--- config.mk ---
export PLATFORM = sky130hd
export DESIGN_NAME = tx_ordered_set_mux
export DESIGN_NICKNAME = d
export VERILOG_FILES = /design/src/rtl/tx_ordered_set_mux.sv
export SDC_FILE = /design/constraint.sdc
export NUM_CORES = 1
export LEC_CHECK = 0
export CORE_ASPECT_RATIO = 0.9
export CORE_MARGIN = 1
export CORE_UTILIZATION = 44
export CTS_CLUSTER_DIAMETER = 60
export DETAILED_ROUTE_END_ITERATION = 10
export PLACE_DENSITY = 0.82
export REMOVE_ABC_BUFFERS = 1
export SYNTH_ARGS = -nofsm -noshare
export SYNTH_HDL_FRONTEND = slang
export SYNTH_SLANG_ARGS = --single-unit
--- constraint.sdc ---
create_clock -name clk_i -period 1.75 [get_ports clk_i]
set_clock_uncertainty 0.05 [all_clocks]
set_input_delay 0.175 -clock clk_i [delete_from_list [all_inputs] [get_ports clk_i]]
set_output_delay 0.175 -clock clk_i [all_outputs]
set_load 0.05 [all_outputs]
--- src/rtl/tx_ordered_set_mux.sv ---
// Transmit symbol source: arbitrates packet bytes, LTSSM ordered sets (TS1/TS2/EIOS)
// and scheduled SKP sets onto a one-symbol-per-clock stream for the lane controller.
module tx_ordered_set_mux #(
    parameter int SKP_INTERVAL = 1180,
    parameter int DATA_WIDTH   = 8
) (
    input  logic                  clk_i,
    input  logic                  rst_i,
    input  logic [DATA_WIDTH-1:0] pkt_data_i,
    input  logic                  pkt_k_i,
    input  logic                  pkt_valid_i,
    input  logic                  pkt_last_i,
    output logic                  pkt_ready_o,
    input  logic [1:0]            os_req_i,
    input  logic [7:0]            link_num_i,
    input  logic [7:0]            n_fts_i,
    input  logic [7:0]            rate_id_i,
    input  logic                  skp_en_i,
    output logic                  os_done_o,
    output logic                  skp_pending_o,
    output logic [DATA_WIDTH-1:0] data_frame_o,
    output logic                  data_frame_valid_o,
    output logic                  is_k_o,
    output logic                  is_ordered_set_o,
    output logic                  bypass_scrambler_o
);
    localparam int CNT_W = $clog2(SKP_INTERVAL);

    typedef enum logic [2:0] {
        S_IDLE,
        S_PKT,
        S_TS,
        S_SKP,
        S_EIOS
    } state_t;

    state_t           state;
    state_t           next_unit;
    logic [3:0]       idx;
    logic             ts2;
    logic [CNT_W-1:0] skp_cnt;
    logic [1:0]       skp_owed;
    logic             skp_wrap;
    logic             skp_done;
    logic             os_end;
    logic             owe_skp;
    logic             accept;

    function automatic state_t pick_unit(input logic owe, input logic [1:0] req);
        state_t nxt;
        if (owe)                nxt = S_SKP;
        else if (req == 2'b11)  nxt = S_EIOS;
        else if (req != 2'b00)  nxt = S_TS;
        else                    nxt = S_IDLE;
        return nxt;
    endfunction

    // Returns {is_k, symbol} for ordered-set position i.
    function automatic logic [8:0] os_symbol(input state_t st, input logic is_ts2,
                                             input logic [3:0] i, input logic [7:0] link,
                                             input logic [7:0] nfts, input logic [7:0] rate);
        logic [8:0] sym;
        if (i == 4'd0) begin
            sym = {1'b1, 8'hBC};
        end else if (st == S_SKP) begin
            sym = {1'b1, 8'h1C};
        end else if (st == S_EIOS) begin
            sym = {1'b1, 8'h7C};
        end else begin
            case (i)
                4'd1:    sym = {1'b0, link};
                4'd2:    sym = {1'b1, 8'hF7};
                4'd3:    sym = {1'b0, nfts};
                4'd4:    sym = {1'b0, rate};
                4'd5:    sym = {1'b0, 8'h00};
                default: sym = {1'b0, is_ts2 ? 8'h45 : 8'h4A};
            endcase
        end
        return sym;
    endfunction

    assign skp_wrap  = (skp_cnt == CNT_W'(SKP_INTERVAL - 1));
    assign skp_done  = (state == S_SKP) && (idx == 4'd3);
    assign os_end    = (state == S_TS) ? (idx == 4'd15) : (idx == 4'd3);
    // The SKP set finishing this cycle already pays off one owed SKP.
    assign owe_skp   = skp_done ? (skp_owed >= 2'd2) : (skp_owed != 2'd0);
    assign next_unit = pick_unit(owe_skp, os_req_i);

    assign pkt_ready_o = rst_i && ((state == S_PKT) ||
                         ((state == S_IDLE) && (skp_owed == 2'd0) && (os_req_i == 2'b00)));
    assign accept      = pkt_valid_i && pkt_ready_o;

    assign skp_pending_o      = (skp_owed != 2'd0);
    assign bypass_scrambler_o = is_ordered_set_o;

    always_ff @(posedge clk_i or negedge rst_i) begin
        if (!rst_i) begin
            state              <= S_IDLE;
            idx                <= 4'd0;
            ts2                <= 1'b0;
            data_frame_o       <= '0;
            data_frame_valid_o <= 1'b0;
            is_k_o             <= 1'b0;
            is_ordered_set_o   <= 1'b0;
            os_done_o          <= 1'b0;
        end else begin
            data_frame_o       <= '0;
            data_frame_valid_o <= 1'b0;
            is_k_o             <= 1'b0;
            is_ordered_set_o   <= 1'b0;
            os_done_o          <= 1'b0;
            unique case (state)
                S_IDLE: begin
                    if (next_unit != S_IDLE) begin
                        state <= next_unit;
                        ts2   <= (os_req_i == 2'b10);
                        idx   <= 4'd0;
                    end else if (accept) begin
                        data_frame_o       <= pkt_data_i;
                        data_frame_valid_o <= 1'b1;
                        is_k_o             <= pkt_k_i;
                        if (!pkt_last_i) state <= S_PKT;
                    end
                end
                S_PKT: begin
                    if (pkt_valid_i) begin
                        data_frame_o       <= pkt_data_i;
                        data_frame_valid_o <= 1'b1;
                        is_k_o             <= pkt_k_i;
                        if (pkt_last_i) begin
                            state <= next_unit;
                            ts2   <= (os_req_i == 2'b10);
                            idx   <= 4'd0;
                        end
                    end
                end
                default: begin
                    {is_k_o, data_frame_o} <= os_symbol(state, ts2, idx, link_num_i,
                                                        n_fts_i, rate_id_i);
                    data_frame_valid_o <= 1'b1;
                    is_ordered_set_o   <= 1'b1;
                    if (os_end) begin
                        os_done_o <= (state != S_SKP);
                        state     <= next_unit;
                        ts2       <= (os_req_i == 2'b10);
                        idx       <= 4'd0;
                    end else begin
                        idx <= idx + 4'd1;
                    end
                end
            endcase
        end
    end

    // SKP scheduler: a wrap owes one more SKP (max 3); a finished SKP set pays one back.
    always_ff @(posedge clk_i or negedge rst_i) begin
        if (!rst_i) begin
            skp_cnt  <= '0;
            skp_owed <= 2'd0;
        end else if (!skp_en_i) begin
            skp_cnt  <= '0;
            skp_owed <= 2'd0;
        end else begin
            skp_cnt <= skp_wrap ? '0 : skp_cnt + CNT_W'(1);
            if (skp_wrap && !skp_done && (skp_owed != 2'd3))
                skp_owed <= skp_owed + 2'd1;
            else if (skp_done && !skp_wrap && (skp_owed != 2'd0))
                skp_owed <= skp_owed - 2'd1;
        end
    end

endmodule

## After elaboration in Yosys (flattened, before gate mapping)

Cells that the tools add are included.

| operators by class | value |
|---|---|
| mux-type cells | 47 |
| reductions and logical operators | 24 |
| magnitude comparators | 1 |
| eq/ne operators | 21 |
| add/sub/neg operators | 4 |

Operators with widths:

| kind | number |
|---|---|
| $pmux W9 S5 | 1 |
| $mux W9 | 3 |
| $mux W3 | 8 |
| $mux W8 | 3 |
| $mux W11 | 2 |
| $mux W4 | 5 |
| $pmux W8 S2 | 1 |
| $mux W1 | 15 |
| $add A11 B1 Y11 const B | 1 |
| $eq A11 B11 Y1 const B | 1 |
| $logic_and A1 B1 Y1 | 9 |
| $ne A3 B2 Y1 const B | 3 |
| $eq A4 B2 Y1 const B | 2 |
| $eq A4 B3 Y1 const B | 2 |
| $mux W2 | 4 |
| $pmux W4 S2 | 1 |
| $eq A3 B2 Y1 const B | 2 |
| $ne A2 B2 Y1 const B | 3 |
| $pmux W1 S2 | 3 |
| $pmux W3 S2 | 1 |
| $reduce_bool A3 Y1 | 2 |
| $reduce_and A5 Y1 | 1 |
| $add A4 B1 Y4 const B | 1 |
| $eq A2 B2 Y1 const B | 2 |
| 18 further kinds | 21 |

| word-level totals | value |
|---|---|
| bits in registers | 33 |
| word-level logic and storage cells | 107 |
| input bits | 40 |
| output and inout bits | 15 |

## Depth between registers and ports, before layout

| depth | value |
|---|---|
| depth after elaboration | 9 |
| depth in mapped cells | 8 |
| mapped depth without buffers | 7 |

## Worst setup path after synthesis

OpenSTA, ideal clock, no wires.

| path | value |
|---|---|
| path kind | register -> register |
| start point | reg idx[0] |
| end point | reg data_frame_o[1] |
| slack | -0.036 ns |
| arrival time | 1.614 ns |
| period minus slack after synthesis | 1.786 ns |
| stages on the path, launching flop included | 7 |
| data required time | 1.578 ns |
| setup time | 0.122 ns |
| buffers on the path | 1 |
| path through | dfrtp_1 -> ha_1 -> clkbuf_2 -> or3_1 -> a21oi_1 -> o21ai_0 -> a32o_1 |

| between the ends | value |
|---|---|
| cells in the longest elaborated chain, start to end | 7 |
| elaborated cells between the ends (all ways) | 16 |
| classes of those cells | eq/ne (5); mux (8); reduce/logical (3) |

RTL lines:

| item | RTL line | RTL |
|---|---|---|
| start, declared | 39 | `logic [3:0] idx;` |
| start signal, assigned | 148 | `idx <= idx + 4'd1;` |
| $eq A4 B2 Y1 | 70, 83 |  |
| $logic_and A1 B1 Y1 | 83 | `assign skp_done = (state == S_SKP) && (idx == 4'd3);` |
| $mux W1 | 86 | `assign owe_skp = skp_done ? (skp_owed >= 2'd2) : (skp_owed != 2'd0);` |
| $mux W3 | 51 | `if (owe) nxt = S_SKP;` |
| $reduce_bool A3 Y1 | 114 | `if (next_unit != S_IDLE) begin` |
| $mux W8 | 114 |  |
| $pmux W8 S2 (*) | 112 | `unique case (state)` |
| end signal, assigned | 119 | `data_frame_o <= pkt_data_i;` |
| end signal, assigned | 127 | `data_frame_o <= pkt_data_i;` |
| end signal, assigned | 138 | `{is_k_o, data_frame_o} <= os_symbol(state, ts2, idx, link_num_i,` |
| end, declared | 21 | `output logic [DATA_WIDTH-1:0] data_frame_o,` |

Every way passes the cells marked *; elsewhere a longest branch is shown, timed or not.
A chain may end at the register's enable or synchronous reset.

## Worst setup path after layout

| path | value |
|---|---|
| start point | reg idx[0] |
| end point | reg data_frame_o[5] |

The elaborated chain is that of the path after synthesis.

==> key figures <==
Timing
  – Final setup vio count: 6
  – Hold Violations, Final: 0
  – Worst-margin pin slew: 515 ps
  – Hold Slack: 202 ps
  – Setup WS post-layout: -69.2 ps
  – Final min period: 1820 ps
  – F_max: 0.550 GHz
  – Slew headroom: 65.6%
  – Final setup TNS: -264 ps
  – RSZ-0062 raised after global routing: yes
  – Final Cycle Share: 104%
  – Final Max Slew Viols: 0

Finish
  – Footprint of the multi-input gates: 1330 µm²
  – NumNets Final: 365
  – Area growth syn-to-layout: 59.8%
  – FF+latch area: 830 µm²
  – Post-layout util: 73.6%
  – Post-route cell area: 3280 µm²
  – Share of cells above drive strength 1: 32.4%
  – Fillers: 301
  – Antenna diodes: 0

Clock tree
  – Clock Latency Late Sink: 300 ps
  – CTS Root Cell: clkbuf_8
  – H-tree Lvls: 2
  – Clk slew on worst S/H paths: 80 ps
  – Num CTS Buffers: 5
  – CTS sink cnt: 33
  – CTS tree: yes
  – Hold buffers post-CTS: 0
  – Maximum clock insertion buffer count: 2

Global route
  – Initial antenna violation count: 0
  – Grt ovf: 0
  – First-pass GRT wire length: 9190 µm
  – Vias in the first global route: 1967
  – Overall global routing resource usage: 25.0%
  – Largest net degree at the start of global routing: 22

Critical path
  – Critical path arrival: 1960 ps
  – RR Startpoint: idx[0]$_DFFE_PN0P_
  – Worst reg-to-reg path cell count: 7
  – R2r endpoint: data_frame_o[5]$_DFF_PN0_
  – Slowest stage delay, CP: 480 ps
  – Critical path fanouts, max: 7
  – Bufs and invs on worst path: 1
  – R2R Setup Slk: -70 ps
  – CP delay by family, top: compound AO/OA/AOI/OAI gates
  – Critical Path Start Type: register
  – Worst EP required: 1890 ps
  – Crit Path Category: register to register
  – CP cell instances: ha_4 -> buf_4 -> a211oi_2 -> a221oi_2 -> nand2_1 -> nand3_1 -> a32o_1
  – Slowest-stage cell, CP: dfrtp_2
  – CP Capture Type: register

Outcome
  – Failing checks: setup timing
  – Status: complete, but fails checks

Yosys
  – Commonest cells in the netlist: dfrtp_1, nor2_1, nand2_1
  – EDFF count, synth: 0
  – #FFs+latches synth: 33
  – Top post-synthesis cells by area: dfrtp_1, nor2_1, ha_1
  – Cell taking the most area after synthesis: dfrtp_1
  – Async S/R FF share, synth: 100%
  – Post-synth top area share: 40.2%
  – Post-synth top flop: dfrtp_1
  – Syn avg cell area: 9.29 µm²
  – Post-synthesis sequential area ratio: 40.2%
  – Synth warn: 0
  – Yosys cell types: 56
  – Mapped Area: 2050 µm²
  – Mapped Cells: 221
  – Most common cell in the synthesized netlist: dfrtp_1

Die
  – Chip Width: 74.0 µm
  – Die height: 66.8 µm
  – Full die area: 4940 µm²
  – Row count: 23
  – Total I/O pin count: 55
  – Core area: 4460 µm²
  – Initial Util: 46.0%

Routing
  – Via count: 2134
  – Iteration-0 DRC Markers: 191
  – Residual DRC: 0
  – WL final: 6170 µm
  – Post-DRT Antenna Nets: 0
  – Drt pass-1 iters: 4
  – Post-DR vias/cell: 5.62
  – Avg WL per Cell: 16.2 µm

Worst hold path
  – Worst hold-check path type: primary input to async pin

Pwr
  – Leakage: 1.40 nW
  – Combinational Power Share: 66.1%
  – Net Switching: 2.37 mW
  – Power consumption: 5.25 mW
  – Cell-internal power: 2.88 mW
  – Switching share of power: 45.1%
  – VDD IR max: 0.704 mV
  – PwrDens: 1600 nW/µm²
  – Reg power frac: 22.2%
  – Clock Power Share: 11.8%

Placed design
  – Placement-stage cell area: 2910 µm²
  – GPL Wtd Cong: 0.851
  – Port Buf Inserts: 54
  – Post-DP HPWL: 3940 µm

Flow run
  – Max-Cap Viols: 0
through the flow:
stage / cells / setup slack (ps)
6_report: 380 / -69.2
5_1_grt: 380 / -112
4_1_cts: 375 / -39.2
3_5_place_dp: 365 / -402
3_3_place_gp: 365 / -276
2_1_floorplan: 210 / -203
layout by cell type, fill, tap and decap left out, drive strengths merged, types with 2 or more instances in the layout:
cell type,synthesis,layout
nand4,3,3
nand4b,2,2
a211oi,2,2
a221oi,4,4
nor2,30,30
nand2,19,19
a22oi,4,4
dlymetal6s2s,0,2
o21ai,9,9
o21bai,2,2
buf,7,48
and2,2,2
a21oi,11,11
mux2,2,2
a22o,5,5
inv,10,10
clkbuf,4,6
a31oi,6,6
ha,8,8
xnor2,6,6
nor3,7,7
a21boi,3,3
clkdlybuf4s50,0,50
xor2,4,4
and3,2,2
dfrtp,33,33
clkinv,0,2
or2,3,3
nand2b,3,3
a32o,3,3
nand3,10,10
cell type report:
cell class,instances,share of cell area (%)
Inverter,10,1.30
Clock buffer,6,2.52
Multi-Input combinational cell,167,40.4
Tap cell,62,2.36
Sequential cell,33,25.3
Timing Repair Buffer,100,27.8
Clock inverter,2,0.419
worst reg2reg max path: stages (launching register included):
cell and delay, ps:
dfrtp_2 480, ha_4 220, buf_4 170, a211oi_2 230, a221oi_2 120, nand2_1 100
nand3_1 90, a32o_1 250
flip-flops by register name, indices dropped and copies added, names as in the netlist:
signal              flops
state                   3
data_frame_valid_o      1
bypass_scrambler_o      1
ts2                     1
data_frame_o            8
skp_owed                2
idx                     4
os_done_o               1
skp_cnt                11
is_k_o                  1
power by group through the flow:
stage	Combinational, mW	Clock [mW]	Sequential (mW)
after floorplan	1.26	0	1.61
after global placement	2.85	0	1.11
after detailed placement	2.91	0	1.12
after CTS	3.15	0.621	1.14
after global routing	3.69	0.649	1.18
final	3.46	0.617	1.16
metal layers:
| metal | share of wire [%] | up-vias | global-route usage, % |
|---|---|---|---|
| met3 | 7.2 | 22 | 6.66 |
| met4 | 2.6 | 0 | 11.5 |
| met5 | 0 | - | 0 |
| li1 | - | 997 | - |
| met1 | 42 | 1009 | 32.7 |
| met2 | 48 | 106 | 38.4 |
worst max path at each step:
stage	to	slack (ps)	cells past startpoint	from
final	data_frame_o[5]$_DFF_PN0_	-70	7	idx[0]$_DFFE_PN0P_
after global routing	data_frame_o[5]$_DFF_PN0_	-110	7	idx[0]$_DFFE_PN0P_
after CTS	data_frame_o[0]$_DFF_PN0_	-40	5	idx[0]$_DFFE_PN0P_
after detailed placement	is_k_o$_DFF_PN0_	-400	9	os_req_i[0]
after global placement	data_frame_o[4]$_DFF_PN0_	-280	9	os_req_i[0]
after floorplan	ts2$_DFFE_PN0P_	-200	6	idx[1]$_DFFE_PN0P_
kinds of logic (layout without fill, tap and decap cells):
| logic type | after synthesis | count (layout) | synth area share, % |
|---|---|---|---|
| flops | 33 | 33 | 40.2 |
| mux | 2 | 2 | 1.28 |
| compound gates | 60 | 60 | 23.0 |
| xor+xnor | 10 | 10 | 4.27 |
| buf+inv | 21 | 118 | 4.75 |
| simple gates | 87 | 87 | 21.6 |
| fa+ha+maj | 8 | 8 | 4.88 |
what timing repair did:
item / CTS / global route
gates resized for setup: 27 / 28
buffers inserted: 1 / 5
cloned: 1 / 0
endpoints found under the setup margin: 15 / 21
pin swaps: 11 / 12
Power figures use the tool's default switching activity.
